$ cat src/rtl/output_port_arbiter_if.sv
// Bundle of the arbiter's requester-side and link-side signals.
//
// Handshake: req[i] is requester i's valid and grant[i] its ready. A flit
// moves from requester i to the output register in any cycle where
// req[i] && grant[i]. The requester must hold req[i] and its flit_in slice
// stable until that cycle and may drop or advance them in the next cycle.
// grant is combinational from req, so a requester must not make req depend
// on grant within the same cycle. stall = req & ~grant is the complement view
// of the same handshake. credit_in is a one-cycle pulse with no backpressure.
interface output_port_arbiter_if #(
  parameter int NUM_REQ   = 7,
  parameter int FLIT_SIZE = 82,
  parameter int CREDIT_W  = 4
);
  logic [NUM_REQ-1:0]           req;
  logic [NUM_REQ*FLIT_SIZE-1:0] flit_in;
  logic                         credit_in;
  logic [NUM_REQ-1:0]           grant;
  logic [NUM_REQ-1:0]           stall;
  logic [FLIT_SIZE-1:0]         out_flit;
  logic                         out_valid;
  logic [CREDIT_W-1:0]          credits;
  logic                         credit_ovf;

  // Requesters, credit source and link consumer.
  modport master (
    output req, flit_in, credit_in,
    input  grant, stall, out_flit, out_valid, credits, credit_ovf
  );

  // The arbiter itself.
  modport slave (
    input  req, flit_in, credit_in,
    output grant, stall, out_flit, out_valid, credits, credit_ovf
  );
endinterface

$ cat src/rtl/output_port_arbiter.sv
// Round-robin allocator for one router output port. Grants at most one
// requester per cycle (combinationally), registers the winning flit onto the
// output link and tracks downstream credits.
// Build option: define OUT_ARB_CREDIT_EN to enable the credit counter, credit
// gating of grants and the sticky credit_ovf flag. Without it the link is
// always allowed to send, credits reads CREDIT_INIT and credit_ovf reads 0.
module output_port_arbiter #(
  parameter int NUM_REQ     = 7,
  parameter int FLIT_SIZE   = 82,
  parameter int CREDIT_INIT = 5,
  parameter int CREDIT_W    = 4
) (
  input  logic                  clk,
  input  logic                  rst,
  output_port_arbiter_if.slave  bus
);
  localparam int PRIO_W = (NUM_REQ > 1) ? $clog2(NUM_REQ) : 1;
  localparam logic [CREDIT_W-1:0] CREDIT_FULL = CREDIT_W'(CREDIT_INIT);

  logic [PRIO_W-1:0]    prio_q, prio_d;
  logic [PRIO_W-1:0]    grant_idx;
  logic                 grant_vld;
  logic [NUM_REQ-1:0]   grant_vec;
  logic [PRIO_W:0]      scan_idx;
  logic [FLIT_SIZE-1:0] out_flit_q, out_flit_d;
  logic                 out_valid_q, out_valid_d;
  logic                 can_send;

  // Scan req starting at prio, wrapping, and pick the first set bit.
  // Grants are suppressed while reset is held or no credit is left.
  always_comb begin
    grant_idx = '0;
    grant_vld = 1'b0;
    scan_idx  = '0;
    for (int k = 0; k < NUM_REQ; k++) begin
      scan_idx = {1'b0, prio_q} + (PRIO_W+1)'(k);
      if (scan_idx >= (PRIO_W+1)'(NUM_REQ)) begin
        scan_idx = scan_idx - (PRIO_W+1)'(NUM_REQ);
      end
      if (!grant_vld && bus.req[scan_idx[PRIO_W-1:0]]) begin
        grant_idx = scan_idx[PRIO_W-1:0];
        grant_vld = 1'b1;
      end
    end
    if (!rst || !can_send) begin
      grant_vld = 1'b0;
    end
    grant_vec            = '0;
    grant_vec[grant_idx] = grant_vld;
  end

  assign bus.grant = grant_vec;
  assign bus.stall = rst ? (bus.req & ~grant_vec) : '0;

  // Next pointer and output register contents from the current grant.
  always_comb begin
    prio_d      = prio_q;
    out_flit_d  = out_flit_q;
    out_valid_d = 1'b0;
    if (grant_vld) begin
      prio_d      = (grant_idx == PRIO_W'(NUM_REQ-1)) ? '0 : grant_idx + PRIO_W'(1);
      out_flit_d  = bus.flit_in[int'(grant_idx)*FLIT_SIZE +: FLIT_SIZE];
      out_valid_d = 1'b1;
    end
  end

  // Priority pointer and output link register.
  always_ff @(posedge clk or negedge rst) begin
    if (!rst) begin
      prio_q      <= '0;
      out_flit_q  <= '0;
      out_valid_q <= 1'b0;
    end else begin
      prio_q      <= prio_d;
      out_flit_q  <= out_flit_d;
      out_valid_q <= out_valid_d;
    end
  end

  assign bus.out_flit  = out_flit_q;
  assign bus.out_valid = out_valid_q;

`ifdef OUT_ARB_CREDIT_EN
  logic [CREDIT_W-1:0] credits_q, credits_d;
  logic                credit_ovf_q, credit_ovf_d;

  assign can_send = (credits_q != '0);

  // A grant spends one credit and a returned credit adds one; both together
  // cancel. A return at full count is a downstream protocol error.
  always_comb begin
    credits_d    = credits_q;
    credit_ovf_d = credit_ovf_q;
    if (grant_vld && !bus.credit_in) begin
      credits_d = credits_q - CREDIT_W'(1);
    end else if (!grant_vld && bus.credit_in) begin
      if (credits_q == CREDIT_FULL) begin
        credit_ovf_d = 1'b1;
      end else begin
        credits_d = credits_q + CREDIT_W'(1);
      end
    end
  end

  // Credit counter and sticky overflow flag.
  always_ff @(posedge clk or negedge rst) begin
    if (!rst) begin
      credits_q    <= CREDIT_FULL;
      credit_ovf_q <= 1'b0;
    end else begin
      credits_q    <= credits_d;
      credit_ovf_q <= credit_ovf_d;
    end
  end

  assign bus.credits    = credits_q;
  assign bus.credit_ovf = credit_ovf_q;
`else
  logic unused_credit_in;

  assign can_send         = 1'b1;
  assign unused_credit_in = bus.credit_in;
  assign bus.credits      = CREDIT_FULL;
  assign bus.credit_ovf   = 1'b0;
`endif

endmodule

$ cat src/flat_wrapper.sv
// flat-port wrapper written by rule: the top's interface ports become plain ports
module output_port_arbiter_flat 
#(
  parameter int NUM_REQ     = 7,
  parameter int FLIT_SIZE   = 82,
  parameter int CREDIT_INIT = 5,
  parameter int CREDIT_W    = 4
)
  (clk, rst, bus_req, bus_flit_in, bus_credit_in, bus_grant, bus_stall, bus_out_flit, bus_out_valid, bus_credits, bus_credit_ovf);
  output_port_arbiter_if #(.NUM_REQ(NUM_REQ), .FLIT_SIZE(FLIT_SIZE), .CREDIT_W(CREDIT_W)) bus_i ();
  input  logic clk;
  input  logic rst;
  input wire logic [$bits(bus_i.req)-1:0] bus_req;
  input wire logic [$bits(bus_i.flit_in)-1:0] bus_flit_in;
  input wire logic [$bits(bus_i.credit_in)-1:0] bus_credit_in;
  output wire logic [$bits(bus_i.grant)-1:0] bus_grant;
  output wire logic [$bits(bus_i.stall)-1:0] bus_stall;
  output wire logic [$bits(bus_i.out_flit)-1:0] bus_out_flit;
  output wire logic [$bits(bus_i.out_valid)-1:0] bus_out_valid;
  output wire logic [$bits(bus_i.credits)-1:0] bus_credits;
  output wire logic [$bits(bus_i.credit_ovf)-1:0] bus_credit_ovf;
  assign bus_i.req = bus_req;
  assign bus_i.flit_in = bus_flit_in;
  assign bus_i.credit_in = bus_credit_in;
  assign bus_grant = bus_i.grant;
  assign bus_stall = bus_i.stall;
  assign bus_out_flit = bus_i.out_flit;
  assign bus_out_valid = bus_i.out_valid;
  assign bus_credits = bus_i.credits;
  assign bus_credit_ovf = bus_i.credit_ovf;
  output_port_arbiter #(.NUM_REQ(NUM_REQ), .FLIT_SIZE(FLIT_SIZE), .CREDIT_INIT(CREDIT_INIT), .CREDIT_W(CREDIT_W)) u_core (.clk(clk), .rst(rst), .bus(bus_i));
endmodule
$ cat config.mk
export PLATFORM = sky130hd
export DESIGN_NAME = output_port_arbiter_flat
export DESIGN_NICKNAME = d
export VERILOG_FILES = /design/src/rtl/output_port_arbiter_if.sv /design/src/rtl/output_port_arbiter.sv /design/src/flat_wrapper.sv
export SDC_FILE = /design/constraint.sdc
export NUM_CORES = 1
export LEC_CHECK = 0
export ABC_CLOCK_PERIOD_IN_PS = 6100
export CORE_AREA = 8 8 259 261
export DETAILED_ROUTE_END_ITERATION = 16
export DIE_AREA = 0 0 267 269
export PLACE_DENSITY_LB_ADDON = 0.25
export SLEW_MARGIN = 10
export SYNTH_ARGS = -nofsm -noshare
export SYNTH_HDL_FRONTEND = slang
export SYNTH_SLANG_ARGS = --single-unit
$ cat constraint.sdc
create_clock -name clk -period 6.1 [get_ports clk]
set_clock_uncertainty 0.05 [all_clocks]
set_input_delay 0.915 -clock clk [delete_from_list [all_inputs] [get_ports clk]]
set_output_delay 0.915 -clock clk [all_outputs]
set_load 0.03 [all_outputs]
Yosys cells after proc, flatten, opt, wreduce, memory -nomap -nowiden
Cells that the tools add are included.
{"block": "word_totals", "regBits": 86, "latch_bits": 0, "mem_bits_rw": 0, "mem_bits_ro": 0, "input_bits": 584, "output_inout_bits": 102, "wordCells": 93, "mem_count": 0}
{"block": "classes", "add_sub_neg": 14, "multipliers": 1, "div": 0, "magnitude_cmp": 16, "eq_ne": 1, "shifts": 1, "muxes": 41, "bitwise_logic": 3, "n_reduce_logical": 13}
{"cell": "indexed part select 574 x 32 -> 82 bit", "n": 1}
{"cell": "two-way mux 3 bit", "n": 15}
{"cell": "less-than comparator 3 x 4 -> 1 bit (second input constant)", "n": 8}
{"cell": ">= comparator 4 x 3 -> 1 bit (second input constant)", "n": 6}
{"cell": "binary-select mux 1 bit (select 3 bit)", "n": 7}
{"cell": "subtractor 3 bit (second input constant)", "n": 7}
{"cell": "two-way mux 1 bit", "n": 17}
{"cell": "AND 7 bit", "n": 2}
{"cell": "adder 3 x 3 -> 4 bit (second input constant)", "n": 3}
{"cell": "multiplier 3 x 6 -> 9 bit (second input constant)", "n": 1}
{"cell": "adder 3 x 2 -> 4 bit (second input constant)", "n": 2}
{"cell": "logical AND 1 bit", "n": 7}
{"cell": "two-way mux 7 bit", "n": 1}
{"cell": "NOT 7 bit", "n": 1}
{"cell": "zero test 1 bit", "n": 6}
{"cell": "adder 3 x 1 -> 4 bit (second input constant)", "n": 1}
{"cell": "adder 3 x 1 -> 3 bit (second input constant)", "n": 1}
{"cell": "demux 1 bit (select 3 bit)", "n": 1}
{"cell": "== test 3 bit (second input constant)", "n": 1}
{"cell": ">= comparator 3 x 1 -> 1 bit (second input constant)", "n": 1}
{"cell": ">= comparator 3 bit (second input constant)", "n": 1}

Depth between registers and ports, before layout
Gate-level depths: netlist (run 1).
{"block": "depth", "word_depth": 31, "mapped_depth": 22, "mapped_depth_nobuf": 15}

Worst setup path before layout (run 1)
No wires, ideal clock.
{"block": "synth_timing", "path_kind": "register to output", "start": "register u_core.prio_q[1]", "end": "output port bus_stall[4]", "t_arrival_ns": 4.966, "required_time_ns": 5.135, "path_slack_ns": 0.169, "stages_incl_launch_ff": 19, "path_buffers": 3, "cell_sequence": "dfrtp_1 -> clkbuf_1 -> inv_1 -> ha_1 -> inv_1 -> fa_1 -> or3b_2 -> o21ai_0 -> a21oi_1 -> a21oi_1 -> a41oi_1 -> or2_2 -> o211a_1 -> buf_2 -> nor2_1 -> nand2_1 -> clkbuf_1 -> nor3b_1 -> nor2_1"}
{"block": "synth_between", "elab_chain_len": 31, "elab_cells_between_ends": 77, "cone_classes": "13 x add/sub; 9 x order compare; 39 x mux; 3 x bitwise; 13 x reduce/logical"}
{"element": "start: declaration", "line_no": "output_port_arbiter.sv:20", "source": "logic [PRIO_W-1:0] prio_q, prio_d;"}
{"element": "start signal: assignment", "line_no": "output_port_arbiter.sv:74", "source": "prio_q <= prio_d;"}
{"element": "parallel branches: the longest is 27 deep, another holds adder 3 x 1 -> 4 bit"}
{"element": "AND 7 bit (no line) (*)"}
{"element": "named net bus_grant[4]", "line_no": "flat_wrapper.sv:16", "source": "output wire logic [$bits(bus_i.grant)-1:0] bus_grant;"}
{"element": "NOT 7 bit (*)", "line_no": "output_port_arbiter.sv:53", "source": "assign bus.stall = rst ? (bus.req & ~grant_vec) : '0;"}
{"element": "AND 7 bit (*)", "line_no": "output_port_arbiter.sv:53"}
{"element": "two-way mux 7 bit (*)", "line_no": "output_port_arbiter.sv:53"}
{"element": "end: declaration", "line_no": "flat_wrapper.sv:17", "source": "output wire logic [$bits(bus_i.stall)-1:0] bus_stall;"}
Mark *: on every way through the listed nets, which the timed path passes. The select of a mux whose other input is x is not followed.

Worst setup path after layout (run 1)
{"block": "layout_timing", "start": "register u_core.prio_q[0]", "end": "output port bus_stall[3]"}
{"block": "layout_between", "elab_chain_len": 31, "elab_cells_between_ends": 77, "cone_classes": "13 x add/sub; 9 x order compare; 39 x mux; 3 x bitwise; 13 x reduce/logical"}
{"element": "parallel branches: the longest is 27 deep, another holds adder 3 x 1 -> 4 bit"}
{"element": "AND 7 bit (no line) (*)"}
{"element": "NOT 7 bit (*)", "line_no": "output_port_arbiter.sv:53"}
{"element": "AND 7 bit (*)", "line_no": "output_port_arbiter.sv:53"}
{"element": "two-way mux 7 bit (*)", "line_no": "output_port_arbiter.sv:53"}
Mark *: on every way between the ends. The select of a mux whose other input is x is not followed.

==> results of run 1 <==
cell usage after synthesis, drive strengths merged, types with 3 or more instances:
master	count	area (µm²)
a2111oi	3	51.3
buf	77	473
nand2	25	96.4
a21boi	4	33.8
nor2	109	417
nand4b	4	35.0
o31ai	3	22.5
a22oi	56	420
a31oi	31	194
inv	13	48.8
mux2	60	676
a221oi	3	26.3
or3	3	18.8
nand3b	3	22.5
xnor2	5	43.8
dfrtp	86	2150
and2	3	18.8
a21oi	45	229
xor2	4	35.0
and3	32	200
nor3	4	20.0
mux2i	183	1830
a21o	5	37.5
a211o	56	490
o22a	28	245
o211a	3	30.0
o211ai	4	30.0
or2	4	25.0
ha	13	163
nand3	39	195
nand2b	12	75.1
nor2b	11	71.3
a211oi	10	75.1
o21ai	73	365
nor3b	3	27.5
o21a	3	22.5
o22ai	64	400
clkbuf	53	203
state kept, by name, summed over array words and instances (netlist names):
name and count:
u_core.bus.out_valid 1, u_core.bus.out_flit 82, u_core.prio_q 3
critical path, delay by kind of cell, from the launching register on:
kind                       cells  cell delay (ns)
AOI/OAI and AO/OA              5             1.13
adders and majority gates      2             0.66
buffers and inverters          2             0.42
DFF                            1             0.51
and+or+nand+nor                6             1.76
stage by stage:
| step | area [µm²] | setup WS [ns] |
|---|---|---|
| 6_report | 18000 | 0.272 |
| 5_1_grt | 18000 | 0.0141 |
| 2_1_floorplan | 9800 | 0.169 |
| 3_3_place_gp | 17600 | 0.475 |
| 4_1_cts | 17900 | 0.0470 |
| 3_5_place_dp | 17600 | 0.458 |
worst min-delay path by stage:
stage,end,slack (ns),depth (start not counted)
floorplan,u_core.bus.out_flit[0]$_DFFE_PN0P_,0.57,0
global placement,u_core.bus.out_flit[29]$_DFFE_PN0P_,0.42,1
detailed placement,u_core.bus.out_flit[67]$_DFFE_PN0P_,0.43,1
CTS,u_core.bus.out_flit[30]$_DFFE_PN0P_,0.44,1
global route,u_core.bus.out_flit[52]$_DFFE_PN0P_,0.45,1
finish,u_core.bus.out_flit[42]$_DFFE_PN0P_,0.44,1
logic make-up (layout without fill, tap and decap cells):
family | Yosys count | in the layout | synth area share [%]
other cells | 2 | 12 | 0.0768
flops | 86 | 86 | 22.0
compound gates | 406 | 406 | 28.7
simple gates | 259 | 259 | 13.3
mux | 244 | 244 | 25.9
xor+xnor | 9 | 9 | 0.806
buf+inv | 143 | 765 | 7.40
fa+ha+maj | 14 | 14 | 1.87
repair_timing:
item	CTS	global route
setup endpoints to repair	0	12
gates resized for setup	0	6
buffers inserted	0	2
metal layers:
metal  up-vias  share of wire (%)
li1       5676                  -
met3        44                8.0
met4         2                1.6
met1      5745                 39
met2       565                 51
met5         -              0.019
final cells by class:
class | instances | area, µm²
fillers | 6637 | 44800
repair buffers | 737 | 7390
multi-input cells | 937 | 6980
flip-flops and latches | 86 | 2150
well taps | 846 | 1060
clock buffers | 9 | 225
clock inverters | 6 | 93.8
inverters | 13 | 48.8
diodes | 7 | 17.5
==> flow_metrics.py, run 1 <==
metrics = {
    "critical_path": {
        "critPathRequiredTime_ns": 5.13,
        "critPathLaunch": "u_core.prio_q[0]$_DFFE_PN0P_",
        "cp_max_fo": 13,
        "crit_path_end_kind": "primary output",
        "worstSetupStartpointType": "register",
        "r2r-end": "u_core.bus.out_flit[36]$_DFFE_PN0P_",
        "r2r_cells": 16,
        "endpoint": "bus_stall[3]",
        "crit_arrival_ns": 4.86,
        "slowest_delay_ns": 0.51,
        "r2r-start": "u_core.prio_q[0]$_DFFE_PN0P_",
        "cp_cell_sequence": "buf_4 -> ha_1 -> ha_1 -> and3b_1 -> a21oi_1 -> a221o_1 -> a22o_1 -> nor4b_4 -> and3_1 -> a221oi_4 -> a21o_1 -> or2_2 -> nor2_1 -> nor2_1 -> buf_4",
        "slowest_stage": "dfrtp_1",
        "rrSetupSlack_ns": 0.59,
        "path_class": "reg2out",
    },
    "yosys": {
        "yosys.cell_types.count": 77,
        "yosysSeqAreaShare_pct": 22.0,
        "synthCells": 1163,
        "ys_warn_count": 0,
        "synth_ff_type": "dfrtp_1",
        "avgSynthCellArea_um2": 8.41,
        "ys_async_sr_fraction_pct": 100,
        "syn_area_um2": 9780,
        "synth-seq-cells": 86,
        "synth_edf_count": 0,
    },
    "global_route": {
        "grtUsageMet3_pct": 5.13,
        "grt_pass1_vias": 12634,
        "grt_pass1_wl_mm": 93.6,
        "grtUsageTotal_pct": 17.7,
        "met2_usage_pct": 32.1,
        "grt_util_met1_pct": 20.2,
        "grt-ovfl-total": 0,
        "busiest_layer": "met2",
        "antenna_found_initial": 12,
        "grt_max_degree": 61,
    },
    "finish": {
        "layout_common_cells": "clkdlybuf4s50_1 (664), mux2i_1 (183), nor2_1 (107)",
        "layout_commonest_cell": "clkdlybuf4s50_1",
        "syn_to_final_growth_pct": 83.6,
        "fin_nets": 2382,
        "finish.utilization_pct": 28.6,
        "layout-drive-gt1-share_pct": 6.71,
        "fin_cells": 2641,
    },
    "placement": {
        "port_buffers": 679,
        "gp_congestion": 0.934,
        "dp_hpwl_mm": 55.0,
        "dp.cells": 2617,
    },
    "routing": {
        "ant_nets": 0,
        "wl_per_cell_um": 25.7,
        "avgViaCountPerCell": 4.56,
        "dr.pass1.iters": 5,
        "drt_iter0_markers": 670,
        "drc_errors": 0,
        "vias": 12032,
        "wl_mm": 67.9,
    },
    "floorplanning": {
        "ios": 686,
        "die_h_um": 269,
        "coreArea_um2": 62700,
        "initial_core_util_pct": 15.6,
        "dieArea_um2": 71800,
        "fp-row-count": 92,
        "fp.dieW_um": 267,
    },
    "sta": {
        "slew_headroom_pct": 38.1,
        "final-max-slew-violation-count": 0,
        "period_minus_slack_ns": 5.83,
        "hold_viol": 0,
        "min_period_over_period_pct": 95.5,
        "grt_setup_unrepaired": "no",
        "fmax_ghz": 0.172,
        "finalSetupTns_ns": 0,
        "worstMarginPinSlew_ns": 0.928,
        "hold_ws_ns": 0.437,
        "finalSetupViolations": 0,
    },
    "clock_tree": {
        "clk_pin_slew_ns": 0.07,
        "clock_path_buffers": 2,
        "cts_root_buf": "clkbuf_16",
        "clock-sinks": 86,
        "cts_hold_buf": 0,
        "cts_tree": "built",
        "h-tree-depth": 3,
        "insertion_delay_ns": 0.38,
        "cts_inserted_buffers": 9,
    },
    "flow_run": {
        "max-cap-violations": 0,
    },
    "min_path": {
        "worstHoldPathType": "reg2reg",
        "min-delay-start": "u_core.bus.out_flit[42]$_DFFE_PN0P_",
    },
    "status": {
        "status": "finished clean",
    },
}
Power of run 1 is left out: the tool's default activity adds up to more than one toggle a clock period on the data nets, which glitch-free logic cannot reach.
==> run 2: changes to the inputs <==
- SLEW_MARGIN: 10 -> unset
==> results of run 2 <==
Final layout, timing and power as in run 1 (identical DEF).
Power of run 2 is left out for the same reason.
